==> src/rtl/adc_spi_pkg.sv <==
// Shared constants and types for the ADC SPI responder: frame layout,
// address field position, FSM state encoding and the sample bus type.
package adc_spi_pkg;

    localparam int NUM_CH_DEF      = 8;
    localparam int DATA_W_DEF      = 12;
    localparam int FRAME_BITS      = 16;
    localparam int LEAD_ZEROS      = 4;
    localparam int ADDR_FIRST_EDGE = 2;
    localparam int ADDR_W          = 3;

    typedef enum logic {
        IDLE   = 1'b0,
        ACTIVE = 1'b1
    } resp_state_t;

    typedef logic [NUM_CH_DEF-1:0][DATA_W_DEF-1:0] sample_bus_t;

endpackage

==> src/rtl/spi_edge_sync.sv <==
// Multi-flop synchronizer for an asynchronous pin followed by a one-flop
// edge detector producing single-cycle rise/fall strobes.
module spi_edge_sync #(
    parameter int   STAGES    = 2,
    parameter logic RESET_VAL = 1'b0
) (
    input  logic i_clk,
    input  logic i_rst_n,
    input  logic i_async,
    output logic o_rise,
    output logic o_fall
);

    logic [STAGES-1:0] r_sync;
    logic              r_prev;
    logic              w_level;

    always_ff @(posedge i_clk or negedge i_rst_n) begin
        if (!i_rst_n) begin
            r_sync <= {STAGES{RESET_VAL}};
            r_prev <= RESET_VAL;
        end else begin
            r_sync <= {r_sync[STAGES-2:0], i_async};
            r_prev <= w_level;
        end
    end

    assign w_level = r_sync[STAGES-1];
    assign o_rise  = w_level & ~r_prev;
    assign o_fall  = ~w_level & r_prev;

endmodule

==> src/rtl/adc_spi_responder.sv <==
// Device-side emulation of the 8-channel 12-bit serial ADC: decodes the
// channel address from ADC_DIN and shifts a snapshotted sample out on ADC_DOUT.
module adc_spi_responder
    import adc_spi_pkg::*;
#(
    parameter int NUM_CH      = 8,
    parameter int DATA_W      = 12,
    parameter int SYNC_STAGES = 2
) (
    input  logic                             clock,
    input  logic                             reset,
    input  logic                             ADC_CS_N,
    input  logic                             ADC_SCLK,
    input  logic                             ADC_DIN,
    output logic                             ADC_DOUT,
    output logic                             dout_oe,
    input  logic [NUM_CH-1:0][DATA_W-1:0]    sample_in,
    output logic [$clog2(NUM_CH)-1:0]        cur_addr,
    output logic                             frame_done,
    output logic [15:0]                      frame_count,
    output resp_state_t                      dbg_state
);

    localparam int AW = $clog2(NUM_CH);
    localparam int BW = $clog2(FRAME_BITS);
    localparam logic [BW-1:0] LAST_BIT = BW'(FRAME_BITS - 1);

    logic w_sclk_rise, w_sclk_fall, w_cs_rise, w_cs_fall, w_din;
    logic [SYNC_STAGES-1:0] r_din_sync;

    resp_state_t r_state, w_state_next;

    logic [BW-1:0]     r_bit_cnt,     w_bit_cnt_n;
    logic [DATA_W-1:0] r_shift,       w_shift_n;
    logic [AW-1:0]     r_cur_addr,    w_cur_addr_n;
    logic [AW-1:0]     r_next_addr,   w_next_addr_n;
    logic [15:0]       r_frame_count, w_frame_count_n;
    logic              r_dout,        w_dout_n;
    logic              r_oe,          w_oe_n;
    logic              r_frame_done,  w_frame_done_n;

    spi_edge_sync #(.STAGES(SYNC_STAGES), .RESET_VAL(1'b0)) u_sclk_sync (
        .i_clk   (clock),
        .i_rst_n (reset),
        .i_async (ADC_SCLK),
        .o_rise  (w_sclk_rise),
        .o_fall  (w_sclk_fall)
    );

    // CS_N idles high, so its synchronizer resets high to avoid a false select.
    spi_edge_sync #(.STAGES(SYNC_STAGES), .RESET_VAL(1'b1)) u_cs_sync (
        .i_clk   (clock),
        .i_rst_n (reset),
        .i_async (ADC_CS_N),
        .o_rise  (w_cs_rise),
        .o_fall  (w_cs_fall)
    );

    always_ff @(posedge clock or negedge reset) begin
        if (!reset) begin
            r_din_sync <= '0;
        end else begin
            r_din_sync <= {r_din_sync[SYNC_STAGES-2:0], ADC_DIN};
        end
    end

    assign w_din = r_din_sync[SYNC_STAGES-1];

    always_ff @(posedge clock or negedge reset) begin
        if (!reset) begin
            r_state <= IDLE;
        end else begin
            r_state <= w_state_next;
        end
    end

    always_comb begin
        w_state_next = r_state;
        case (r_state)
            IDLE:    if (w_cs_fall) w_state_next = ACTIVE;
            ACTIVE:  if (w_cs_rise) w_state_next = IDLE;
            default: w_state_next = IDLE;
        endcase
    end

    // cs_rise is checked first so a coincident SCLK edge is discarded.
    always_comb begin
        w_bit_cnt_n     = r_bit_cnt;
        w_shift_n       = r_shift;
        w_cur_addr_n    = r_cur_addr;
        w_next_addr_n   = r_next_addr;
        w_frame_count_n = r_frame_count;
        w_dout_n        = r_dout;
        w_frame_done_n  = 1'b0;
        w_oe_n          = (w_state_next == ACTIVE);
        case (r_state)
            IDLE: begin
                w_bit_cnt_n = '0;
                w_dout_n    = 1'b0;
                if (w_cs_fall) begin
                    w_shift_n = sample_in[r_cur_addr];
                end
            end
            ACTIVE: begin
                if (w_cs_rise) begin
                    w_bit_cnt_n = '0;
                    w_dout_n    = 1'b0;
                end else if (w_sclk_rise) begin
                    for (int k = 0; k < AW; k++) begin
                        if (r_bit_cnt == BW'(ADDR_FIRST_EDGE + k)) begin
                            w_next_addr_n[AW-1-k] = w_din;
                        end
                    end
                    if (r_bit_cnt == LAST_BIT) begin
                        w_cur_addr_n    = w_next_addr_n;
                        w_frame_done_n  = 1'b1;
                        w_frame_count_n = r_frame_count + 16'd1;
                    end
                end else if (w_sclk_fall) begin
                    w_bit_cnt_n = (r_bit_cnt == LAST_BIT) ? '0 : r_bit_cnt + 1'b1;
                    if (w_bit_cnt_n == '0) begin
                        w_shift_n = sample_in[r_cur_addr];
                        w_dout_n  = 1'b0;
                    end else if (w_bit_cnt_n < BW'(LEAD_ZEROS)) begin
                        w_dout_n = 1'b0;
                    end else begin
                        w_dout_n  = r_shift[DATA_W-1];
                        w_shift_n = {r_shift[DATA_W-2:0], 1'b0};
                    end
                end
            end
            default: begin
                w_bit_cnt_n = '0;
                w_dout_n    = 1'b0;
            end
        endcase
    end

    always_ff @(posedge clock or negedge reset) begin
        if (!reset) begin
            r_bit_cnt     <= '0;
            r_shift       <= '0;
            r_cur_addr    <= '0;
            r_next_addr   <= '0;
            r_frame_count <= '0;
            r_dout        <= 1'b0;
            r_oe          <= 1'b0;
            r_frame_done  <= 1'b0;
        end else begin
            r_bit_cnt     <= w_bit_cnt_n;
            r_shift       <= w_shift_n;
            r_cur_addr    <= w_cur_addr_n;
            r_next_addr   <= w_next_addr_n;
            r_frame_count <= w_frame_count_n;
            r_dout        <= w_dout_n;
            r_oe          <= w_oe_n;
            r_frame_done  <= w_frame_done_n;
        end
    end

    assign ADC_DOUT    = r_dout;
    assign dout_oe     = r_oe;
    assign cur_addr    = r_cur_addr;
    assign frame_done  = r_frame_done;
    assign frame_count = r_frame_count;
    assign dbg_state   = r_state;

endmodule

==> config.mk <==
export PLATFORM = sky130hd
export DESIGN_NAME = adc_spi_responder
export DESIGN_NICKNAME = d
export VERILOG_FILES = /design/src/rtl/adc_spi_pkg.sv /design/src/rtl/spi_edge_sync.sv /design/src/rtl/adc_spi_responder.sv
export SDC_FILE = /design/constraint.sdc
export NUM_CORES = 1
export LEC_CHECK = 0
export BUFFER_PORTS_ARGS = -buffer_cell sky130_fd_sc_hd__buf_2
export CORE_MARGIN = 10
export CORE_UTILIZATION = 52
export DETAILED_ROUTE_END_ITERATION = 10
export PLACE_DENSITY = 0.84
export SYNTH_ARGS = -nofsm -noshare
export SYNTH_HDL_FRONTEND = slang
export SYNTH_HIERARCHICAL = 1
export SYNTH_SLANG_ARGS = --single-unit
==> constraint.sdc <==
create_clock -name clock -period 4.23 [get_ports clock]
set_input_delay 0.6345 -clock clock [delete_from_list [all_inputs] [get_ports clock]]
set_output_delay 0.6345 -clock clock [all_outputs]
set_load 0.05 [all_outputs]
## After elaboration in Yosys (flattened, before gate mapping)

Cells that the tools add are included.
Widths: inputs -> output; s select.

- Flip-flop bits (word level): 49
- Bits in latches: 0
- Memory bits (writable): 0
- Memory bits (read-only): 0
- Input bits: 101
- Output and inout port bits: 23
- Logic and storage cells: 73
- Memories: 0

- $add $sub $neg: 2
- $mul: 0
- Div/mod/pow operators: 0
- Order comparisons: 2
- Equal/unequal tests: 11
- Shift operators: 0
- Multiplexer cells: 30
- Bitwise gates (word level): 10
- Reduce and logical (&&, ||, !) cells: 5

Operator list:

| operator | count |
|---|---|
| $mux 12 | 7 |
| $bmux 12 s3 | 1 |
| $pmux 12 s2 | 1 |
| $add 16x1->16 const B | 1 |
| $mux 4 | 4 |
| $mux 1 | 14 |
| $eq 4x2->1 const B | 2 |
| $pmux 4 s2 | 1 |
| $not 1->1 | 6 |
| $reduce_and 5->1 | 1 |
| $add 4x1->4 const B | 1 |
| $and 1x1->1 | 4 |
| $eq 4x3->1 const B | 1 |
| $eq 4x4->1 const B | 1 |
| $logic_not 4->1 | 1 |
| $lt 3x4->1 const B | 1 |
| $lt 4x3->1 const B | 1 |
| $ne 2x1->1 const B | 2 |
| $ne 2x2->1 const B | 2 |
| $pmux 1 s2 | 2 |
| $reduce_and 4->1 | 1 |
| $ne 3x1->1 const B | 1 |
| $ne 3x2->1 const B | 1 |
| $ne 3x3->1 const B | 1 |
| 2 further kinds | 2 |

## Longest topological paths before layout

Gate-level depths: netlist of run 1.

- Depth in word-level cells: 9
- Depth in mapped cells: 6
- Gate-level depth less buffers: 5

## Modules after synthesis

The synthesis of run 1 kept the hierarchy.

By module, submodules not included:

| module | times used | cells an instance | area each (um^2) |
|---|---|---|---|
| adc_spi_responder | 1 | 229 | 2761.4 |
| spi_edge_sync at u_cs_sync | 1 | 5 | 93.8 |
| spi_edge_sync at u_sclk_sync | 1 | 5 | 90.1 |

## Worst setup path after synthesis of run 1

OpenSTA, ideal clock, no wires.

- Path type: flip-flop to flip-flop
- Start point: reg r_cur_addr[1], in the netlist cur_addr[1]
- End point: reg r_shift[3]
- Library setup time: 132 ps
- Data arrival time: 1942 ps
- Data required time: 4098 ps
- Slack: 2156 ps
- Cell stages (with the launch flop): 7
- Path buffers: 2
- Cells stage by stage: dfrtp_1 -> buf_6 -> buf_6 -> mux4_1 -> mux2_2 -> mux2i_1 -> o21ai_1

- Cells in the longest elaborated chain, start to end: 7
- Elaborated cells on any way between the ends: 8
- Those cells by class: mux: 8

RTL lines:

| element | line | source |
|---|---|---|
| start, declared | adc_spi_responder.sv:35 | `logic [AW-1:0] r_cur_addr, w_cur_addr_n;` |
| start signal, assigned | adc_spi_responder.sv:152 | `r_cur_addr <= w_cur_addr_n;` |
| $bmux 12 s3 * | adc_spi_responder.sv:101, adc_spi_responder.sv:122 |  |
| $mux 12 (implied by the code) * | adc_spi_responder.sv:101, adc_spi_responder.sv:122 |  |
| $mux 12 | adc_spi_responder.sv:121 | `if (w_bit_cnt_n == '0) begin` |
| $mux 12 | adc_spi_responder.sv:119 | `end else if (w_sclk_fall) begin` |
| $mux 12 | adc_spi_responder.sv:108 | `end else if (w_sclk_rise) begin` |
| $mux 12 | adc_spi_responder.sv:105 | `if (w_cs_rise) begin` |
| $pmux 12 s2 * | adc_spi_responder.sv:96 | `case (r_state)` |
| end signal, assigned | adc_spi_responder.sv:151 | `r_shift <= w_shift_n;` |
| end, declared | adc_spi_responder.sv:34 | `logic [DATA_W-1:0] r_shift, w_shift_n;` |

Mark *: on every way between the ends. The rest lies on a longest branch, timed or not. The select of a mux whose other input is x is not followed.
A chain may end at the register's enable or synchronous reset.

## Worst setup path in the final report of run 1

- Start point: reg r_cur_addr[1], in the netlist cur_addr[1]
- End point: out cur_addr[1]

RTL lines:

| element | line | source |
|---|---|---|
| end, declared | adc_spi_responder.sv:18 | `output logic [$clog2(NUM_CH)-1:0] cur_addr,` |

No word-level cell between the ends.

==> key figures, run 1 <==
Layout
  – Share of post-route cells with drive strength above 1: 0.4274
  – Commonest non-fill, non-tap cell in the layout: buf_2
  – Most frequent cells in the layout: 123 x buf_2, 46 x dfrtp_1, 27 x nand2_1, 23 x mux4_1, 15 x mux2_2
  – Synth-to-layout area growth: 25.40%
  – Design Area, Final: 3694 um^2
  – Ant. Diodes: 0
  – Final design utilization: 0.6708
  – Nets: 462
  – Fin cells: 430

Clock network
  – Postcts setup bufs: 0
  – Post-CTS Resized: 0
  – CTS tree: yes
  – Hold-fix buffers, CTS: 0
  – CTS Sinks: 49
  – Clk buf depth: 2
  – Worst-path clk slew: 80 ps
  – Clk root buf: clkbuf_8
  – Num CTS Buffers: 5
  – Worst skew pair latency: 290 ps
  – H-tree Lvls: 2

Worst setup path
  – Cells along the critical path: buf_2
  – Arrival @ worst endpoint: ~1900 ps
  – Max incr delay on CP: 1140 ps
  – CP delay by family, top: flip-flops
  – Crit. Startpoint: cur_addr[1]
  – Worst-path fanout max: 26
  – Setup crit start kind: flop
  – WP data required: 3600 ps
  – Worst setup EP type: output port
  – Crit path buffers/inverters: 1
  – Slowest-stage cell, CP: dfrtp_1
  – Reg2reg start: cur_addr[1]
  – Crit Path Class: flop to output port

Placement
  – Dpl cells: 422
  – Detailed Place HPWL: 6.021 mm
  – Gpl congestion: 0.8362
  – DP Worst Slack: 1691 ps
  – Cell Area, Placed: between 3000 and 4000 um^2
  – I/O Buffers: 123

Die
  – Die H: between 90 and 100 um
  – Num rows: 27
  – Die width: ~95 um
  – IO Pins: 124
  – Die ar.: 9074 um^2
  – Core area: 5507 um^2
  – Initial Util: 0.5349

Power and ir drop
  – P_sw: 268.2 uW
  – Combinational Power Share: 0.173
  – Sw frac: 0.2499
  – Seq pwr share: 0.510
  – Total power: 1.073 mW
  – Clock Power Share: 0.317
  – Pwr/cell area: about 290 nW/um^2
  – P_leak: roughly 1.8 nW
  – Cell-internal power: 804.8 uW
  – VDD IR-drop max: 0.0002150 V

Synthesis
  – Distinct cells, synth: 36
  – Yosys warns: 6
  – Net Count, Synth: 344
  – Post-synthesis instance area: 2945 um^2
  – Register bit total from synthesis: slightly below 50
  – Cells after synthesis: between 200 and 250
  – Mean area per synthesized cell: about 12 um^2
  – Ys flop type: dfrtp_1
  – EDFF count, synth: 0
  – Seq/Total Area, Yosys: 0.4176
  – Async SR Flop Fraction: 1.000

Timing
  – Slew at the pin closest to its max-slew limit: 1199 ps
  – Skew final: 7.736 ps
  – Crit path time final: between 2000 and 3000 ps
  – Max Fclk: 397.8 MHz
  – Rel. slew slack: 0.2005
  – Min Hold Slack: 354.4 ps
  – Final setup vio count: 0
  – RSZ-0062 raised after global routing: no
  – Total Neg Setup Slack: 0 ps
  – Fin. Hold Viols: 0
  – Final Max Slew Viols: 0
  – Period utilisation layout: 0.5942
  – Final worst setup slack: 1716 ps

GRT
  – GR Overflow Total: 0
  – Largest net degree at the start of global routing: 50
  – Vias in the first global route: 2545
  – Initial antenna violation count: 0
  – Total GRT Usage: 0.1615
  – First-pass GRT wire length: 12.01 mm

Route
  – Post-Route WL: approximately 7.7 mm
  – Drt first pass iters: 4
  – Drc violations: 0
  – Top sig layer: met4
  – Routed length per instance: 17.80 um
  – Via count: roughly 2400
  – Vias per cell: ~5.5
  – Met3 routed WL: 640 um
  – WL met2: 3.770 mm
  – Post-route antenna net violation count: 0
  – Met1 Wirelength: 3.169 mm
  – Iter 0 DRT Violations: 121

Status
  – Outcome: finished, final reports clean

Hold path
  – HP Class: flop to flop
  – Hold Crit Start: u_sclk_sync/r_sync[0]

Flow run
  – Maxcap violations: 0
path summary, 6_finish.rpt:
kind	slack [ps]	end	depth (start not counted)
max in group asynchronous	3030	r_din_sync[0]	1
worst max-delay path	1720	cur_addr[1]	1
worst min register to register	350	u_sclk_sync/r_sync[1]	0
worst min-delay path	350	u_sclk_sync/r_sync[1]	0
worst max register to register	1750	r_shift[5]	4
min in group asynchronous	540	frame_count[14]	1
cells by family after synthesis:
kind of cell    after synthesis  synth area share
compound gates               26           0.04716
xor+xnor                     16           0.04758
fa+ha+maj                     4           0.01699
buf+inv                      21           0.03781
flops                        49            0.4176
mux                          52            0.3144
simple gates                 71            0.1185
synth_stat cells (3+ instances only):
master,count,share of area
dfstp_2,3,0.027
buf_6,3,0.011
dfrtp_1,46,0.39
nand3_1,6,0.010
nor2b_1,3,0.0064
mux2_2,15,0.057
ha_1,4,0.017
mux4_1,23,0.21
o21ai_0,4,0.0068
mux2i_1,13,0.044
a21oi_1,7,0.012
clkbuf_1,6,0.0076
nand2b_1,3,0.0064
o21ai_1,12,0.020
nand2_1,27,0.034
nor3_1,7,0.012
xor2_1,9,0.027
xnor2_1,7,0.021
nor2_1,11,0.014
inv_1,8,0.010
power by group through the flow:
stage | Clock [mW] | Sequential (mW) | Combinational (mW)
floorplan | 0 | 0.552 | 0.111
global placement | 0 | 0.554 | 0.179
CTS | 0.348 | 0.548 | 0.188
detailed placement | 0 | 0.557 | 0.188
global route | 0.368 | 0.554 | 0.209
finish | 0.340 | 0.547 | 0.185
worst register-to-register path, delay by kind of cell (launching register included):
kind / cells / cell delay [ps]
compound gates: 1 / 70
mux: 3 / 1130
flops: 1 / 1140
area by class of cell:
type	count	area [um^2]
clock buffer	7	86.33
clock inverter	1	30.03
fill	414	1813
inverter	8	30.03
multi-input combinational	169	1604
sequential	49	1230
tap	72	90.09
timing repair buffer	124	623.1
registers in the layout, summed over array words and instances (netlist names):
signal / flops
ADC_DOUT: 1
r_next_addr: 3
r_din_sync: 2
r_bit_cnt: 4
frame_done: 1
frame_count: 16
cur_addr: 3
r_shift: 12
u_sclk_sync/r_sync: 2
u_sclk_sync/r_prev: 1
u_cs_sync/r_prev: 1
dout_oe: 1
u_cs_sync/r_sync: 2
routing by layer:
layer | track usage | vias to the layer above
li1 | - | 1121
met1 | 0.1951 | 1122
met2 | 0.2847 | 104
met3 | 0.03771 | 10
met4 | 0.03741 | 0
met5 | 0 | -
Note: power is estimated with default switching activity, not from simulation.
==> run 2: changes to the inputs <==
ABC_AREA = 1   (was unset)
CORE_UTILIZATION = 51   (was 52)
PLACE_DENSITY = 0.8   (was 0.84)
clock period = 2.4 ns   (was 4.23 ns; I/O delays follow)
==> run 2 against run 1 <==
Effect of this change: sequential share of layout area fell by 3.7 points; clock power rose by 54%; synthesized cell count rose by 120%; via count rose by 55%; core utilization fell by 2.7 points; clock skew fell by 1.9 ps; sequential cell count did not move; sequential power rose by 85%; register-to-register slack got worse by 1200 ps; largest cell class unchanged; largest power group unchanged.
==> key figures, run 2 <==
Status
  – Outcome: finished, final reports clean

Route
  – Post-Route WL: roughly 10 mm
  – Vias per cell: 5.178
  – Routed length per instance: around 14 um
  – Drc violations: 0
  – Iter 0 DRT Violations: around 200
  – Via count: 3645
  – Post-route antenna net violation count: 0
  – Drt first pass iters: 5

Synthesis
  – Synth Area in Compound Gates: 0.04444
  – Mean area per synthesized cell: roughly 6.7 um^2
  – Cells after synthesis: 518
  – Net Count, Synth: 623
  – Adder-cell share of the synthesized area: 0.01445
  – XOR/XNOR Fraction of Synth Area: 0.03540
  – Largest family of logic cells by synthesized area: simple AND/OR/NAND/NOR gates
  – Ys flop type: dfrtp_1
  – Simple-Gate Fraction of Synth Area: 0.4664
  – Share of the synthesized area in the top cell type: 0.3324
  – Yosys warns: 6
  – Seq/Total Area, Yosys: 0.3551
  – Distinct cells, synth: 31
  – Register bit total from synthesis: 49
  – Mux contribution to synthesized area: 0
  – Top cells by count, synth: 238 x nand2_1, 58 x nand3_1, 46 x dfrtp_1
  – Async SR Flop Fraction: 1.000
  – Post-synthesis instance area: around 3500 um^2
  – Largest area contributor in the netlist: dfrtp_1
  – Area contributors post-synth: dfrtp_1 33%, nand2_1 26%, nand3_1 8.4%, nor2_1 3.6%, nand3_2 3.2%
  – Dominant cell by count in the synthesized netlist: nand2_1
  – EDFF count, synth: 0

Placement
  – Detailed Place HPWL: 7.841 mm
  – DP Worst Slack: approximately 620 ps
  – Gpl congestion: 0.8783
  – I/O Buffers: 123
  – Cell Area, Placed: 4058 um^2
  – Dpl cells: between 600 and 700

Timing
  – Fin. Hold Viols: 0
  – Final setup vio count: 0
  – Final Max Slew Viols: 0
  – Slew at the pin closest to its max-slew limit: 726.8 ps
  – Max Fclk: ~550 MHz
  – Total Neg Setup Slack: 0 ps
  – Final worst setup slack: approximately 580 ps
  – RSZ-0062 raised after global routing: no
  – Crit path time final: 1818 ps
  – Rel. slew slack: 0.5148
  – Min Hold Slack: around 11 ps
  – Skew final: about 5.8 ps
  – Period utilisation layout: 0.7577

Layout
  – Fin cells: 704
  – Most frequent cells in the layout: 238 x nand2_1, 123 x buf_2, 58 x nand3_1, 46 x dfrtp_1, 33 x nor2_1
  – Commonest non-fill, non-tap cell in the layout: nand2_1
  – Synth-to-layout area growth: 20.05%
  – Design Area, Final: approximately 4200 um^2
  – Nets: 731
  – Max FFs per register: 16
  – Ant. Diodes: 0
  – Final design utilization: 0.6437
  – Share of post-route cells with drive strength above 1: 0.2679

Clock network
  – H-tree Lvls: 2
  – Postcts setup bufs: 0
  – Hold-fix buffers, CTS: 0
  – Post-CTS Resized: 0
  – Num CTS Buffers: 5
  – Clk buf depth: 2
  – Worst-path clk slew: 90 ps
  – Worst skew pair latency: 300 ps
  – CTS tree: yes
  – CTS Sinks: 49
  – Clk root buf: clkbuf_8

Die
  – Num rows: 29
  – IO Pins: 124
  – Die width: 102.4 um
  – Initial Util: 0.5362
  – Die ar.: 10490 um^2
  – Die H: 102.4 um
  – Core area: 6459 um^2

GRT
  – Vias in the first global route: 3474
  – Largest net degree at the start of global routing: 50
  – Total GRT Usage: 0.1900
  – GR Overflow Total: 0
  – Initial antenna violation count: 0
  – First-pass GRT wire length: between 15 and 20 mm

Worst setup path
  – Arrival @ worst endpoint: 2010 ps
  – Crit Path Class: flop to flop
  – Worst setup EP type: flop
  – Setup crit start kind: flop
  – Worst-path fanout max: 12
  – WP data required: 2590 ps

Power and ir drop
  – Pwr/cell area: 477.2 nW/um^2
  – VDD IR-drop max: roughly 0.00028 V
  – Total power: 1.984 mW
  – P_leak: about 2.3 nW

Hold path
  – HP Class: primary input to async pin

Flow run
  – Maxcap violations: 0
[run 2: cell types whose count changed in the layout (fill, tap and decap cells not counted), moves of 15 or more]
cell,change
inv_1,+20
mux2_2,-15
nand2_1,+211
nor2_1,+22
nand3_1,+52
mux4_1,-23
[run 2: cells by family after synthesis]
group / Yosys count
and+or+nand+nor: 362
adders and majority gates: 4
buffers and inverters: 61
xor gates and xnor gates: 14
DFF: 49
AOI/OAI and AO/OA: 28
[run 2: final cells by class]
class,count,area (um^2)
timing repair buffer,127,658.1
clock inverter,2,17.52
fill,593,2301
tap,77,96.34
clock buffer,6,82.58
inverter,35,131.4
sequential,49,1230
multi-input combinational,408,1942
[run 2: power by group]
group / internal (mW) / total, mW / switching, mW
logic: 0.205 / 0.455 / 0.250
clock network: 0.240 / 0.523 / 0.283
registers: 0.939 / 1.01 / 0.0675
[run 2: final timing paths]
| check | startpoint | to | slack (ps) | cells past startpoint |
|---|---|---|---|---|
| min in group clock | ADC_CS_N | u_cs_sync/r_sync[0] | 160 | 1 |
| worst max register to register | r_bit_cnt[0] | r_shift[11] | 580 | 6 |
| worst max-delay path | r_bit_cnt[0] | r_shift[11] | 580 | 6 |
| worst min-delay path | reset | r_shift[6] | 10 | 2 |
| worst min register to register | r_din_sync[0] | r_din_sync[1] | 360 | 0 |
| max in group asynchronous | reset | u_cs_sync/r_sync[0] | 2090 | 2 |
[run 2: worst max-delay path, cell delays in order (launching register included)]
cell and delay, ps:
dfrtp_1 430, ha_1 330, o211ai_2 300, nand2_1 400, nand2_1 120, nand3_1 80
nand2_1 60
[run 2: metal layers]
layer	vias to the layer above	part of all wire	global-route usage
met3	21	0.054	0.03374
met4	0	0.021	0.06833
met5	-	0	0
li1	1838	-	-
met2	114	0.53	0.3491
met1	1672	0.40	0.2147
==> run 3: changes to the inputs <==
ABC_AREA = 0   (was 1)
CORE_UTILIZATION = 48   (was 51)
PLACE_DENSITY = 0.78   (was 0.8)
clock period = 1.7 ns   (was 2.4 ns; I/O delays follow)
==> run 3 against run 2 <==
Effect of this change: final cell count shrank 35%; critical endpoint is now r_shift[3]; non-clock buffer count grew 21; clock power grew 63%; sequential cell count is the same; first-iteration DRC count shrank 23%; highest routed layer unchanged; the flow now finishes with violations (negative setup slack); worst hold slack gained 41 ps; sequential share of layout area grew 1.8 points; critical path depth shrank 1.
==> key figures, run 3 (synthesis results as in run 1) <==
Route
  – Via count: 2445
  – Vias per cell: 5.338
  – Drt first pass iters: 5
  – Iter 0 DRT Violations: 153
  – Routed length per instance: 17.45 um
  – Drc violations: 0
  – Post-route antenna net violation count: 0
  – Post-Route WL: ~8 mm

Power and ir drop
  – Combinational Power Share: 0.193
  – Clock Power Share: 0.312
  – Cell-internal power: between 2 and 2.5 mW
  – VDD IR-drop max: 0.0005804 V
  – P_sw: 685.4 uW
  – Pwr/cell area: 689.8 nW/um^2
  – Seq pwr share: 0.495
  – P_leak: 1.969 nW
  – Sw frac: 0.2510

GRT
  – Initial antenna violation count: 0
  – Vias in the first global route: around 2600
  – First-pass GRT wire length: 12.59 mm
  – Largest net degree at the start of global routing: 26
  – GR Overflow Total: 0
  – Total GRT Usage: 0.1563

Clock network
  – Num CTS Buffers: 5
  – CTS Sinks: between 40 and 50
  – Worst-path clk slew: around 90 ps
  – CTS tree: yes
  – Clk root buf: clkbuf_8
  – Worst skew pair latency: 290 ps
  – Clk buf depth: 2
  – H-tree Lvls: 2

Timing
  – Final Max Slew Viols: 0
  – Rel. slew slack: 0.7199
  – Max Fclk: around 570 MHz
  – Crit path time final: 1763 ps
  – Skew final: 8.767 ps
  – Slew at the pin closest to its max-slew limit: 420.2 ps
  – Period utilisation layout: 1.037
  – RSZ-0062 raised after global routing: yes
  – Final setup vio count: 11
  – Final worst setup slack: -62.89 ps
  – Fin. Hold Viols: 0

Die
  – IO Pins: between 100 and 150
  – Initial Util: 0.4945
  – Die H: 98.34 um
  – Core area: 5956 um^2
  – Die width: 98.34 um
  – Die ar.: 9670 um^2
  – Num rows: 28

Placement
  – DP Worst Slack: -43.58 ps
  – I/O Buffers: 123
  – Gpl congestion: about 0.85
  – Dpl cells: 445
  – Detailed Place HPWL: 6.172 mm

Layout
  – Register Area: 1241 um^2
  – Multi-input gate area: about 1600 um^2
  – Fillers: 471
  – Most frequent cells in the layout: 123 x buf_2, 37 x dfrtp_1, 27 x nand2_1, 23 x mux4_2, 17 x buf_4
  – Synth-to-layout area growth: 34.41%
  – Commonest non-fill, non-tap cell in the layout: buf_2
  – Max FFs per register: 16
  – Fin cells: 458
  – Share of post-route cells with drive strength above 1: 0.5602
  – Nets: 486

Flow run
  – Maxcap violations: 0

Worst setup path
  – Worst-path fanout max: 7
  – R2R setup slack: -60 ps
  – Reg2reg start: cur_addr[1]
  – Reg2Reg Depth: 5
  – Reg2reg end: r_shift[3]
  – WP data required: 1880 ps
  – Crit Path Class: flop to flop
  – Setup crit start kind: flop
  – Arrival @ worst endpoint: 1950 ps
  – Worst setup EP type: flop

Status
  – Outcome: complete, but fails checks
  – Failing checks: negative setup slack

Hold path
  – Hold EP: u_cs_sync/r_sync[0]
  – Hold Crit Start: ADC_CS_N
  – HP Class: primary input to flop
  – Hold path depth: 1
run 3: final cells by class:
type	instances	share of cell area
timing repair buffer	148	0.2225
antenna	1	0.0006321
tap	75	0.02370
multi-input combinational	169	0.4017
clock buffer	6	0.02086
clock inverter	2	0.009482
inverter	8	0.007585
sequential	49	0.3135
run 3: repair_timing:
action | in CTS | in global routing
pin swaps | 1 | 11
cloned | 0 | 1
buffers inserted | 0 | 2
endpoints found under the setup margin | 9 | 22
hold buffers | 1 | 0
gates resized for setup | 7 | 12
endpoints found under the hold margin | 9 | 0
run 3: worst max-delay path, cell delays in order (launching register included):
cell	delay (ps)
dfrtp_2	460
clkbuf_16	190
mux4_2	500
mux2_4	270
mux2i_1	140
o21ai_1	80
run 3: how the worst max path moves through the flow:
stage                  endpoint  depth (start not counted)  slack, ps   startpoint
global route         r_shift[4]                          5       -160  cur_addr[1]
floorplan           r_shift[10]                          6       -200  cur_addr[1]
global placement     r_shift[2]                          5          4  cur_addr[1]
detailed placement   r_shift[2]                          5        -40  cur_addr[1]
CTS                  r_shift[9]                          5        -20  cur_addr[1]
finish               r_shift[3]                          5        -60  cur_addr[1]
run 3: power groups by stage:
stage / logic (mW) / registers (mW) / clock network (mW)
floorplan: 0.281 / 1.37 / 0
global placement: 0.506 / 1.37 / 0
detailed placement: 0.520 / 1.38 / 0
CTS: 0.526 / 1.35 / 0.871
global route: 0.587 / 1.37 / 0.923
finish: 0.526 / 1.35 / 0.852
run 3: metrics by stage:
step | hold slack [ps] | TNS (ps) | utilization | area (um^2) | power (mW)
finish | 51.93 | -329.5 | 0.6647 | 3959 | 2.731
global route | 41.71 | -1496 | 0.6643 | 3956 | 2.881
CTS | 41.85 | -56.31 | 0.6521 | 3884 | 2.751
detailed placement | 169.3 | -94.13 | 0.6292 | 3747 | 1.898
global placement | 163.7 | 0 | 0.6292 | 3747 | 1.877
floorplan | -40.59 | -2333 | - | 2925 | 1.656
run 3: routing by layer:
layer,share of wire,vias to the layer above,GRT usage
li1,-,1153,-
met1,0.41,1199,0.1806
met2,0.51,83,0.2743
met3,0.066,10,0.04581
met4,0.016,0,0.04190
met5,0,-,0
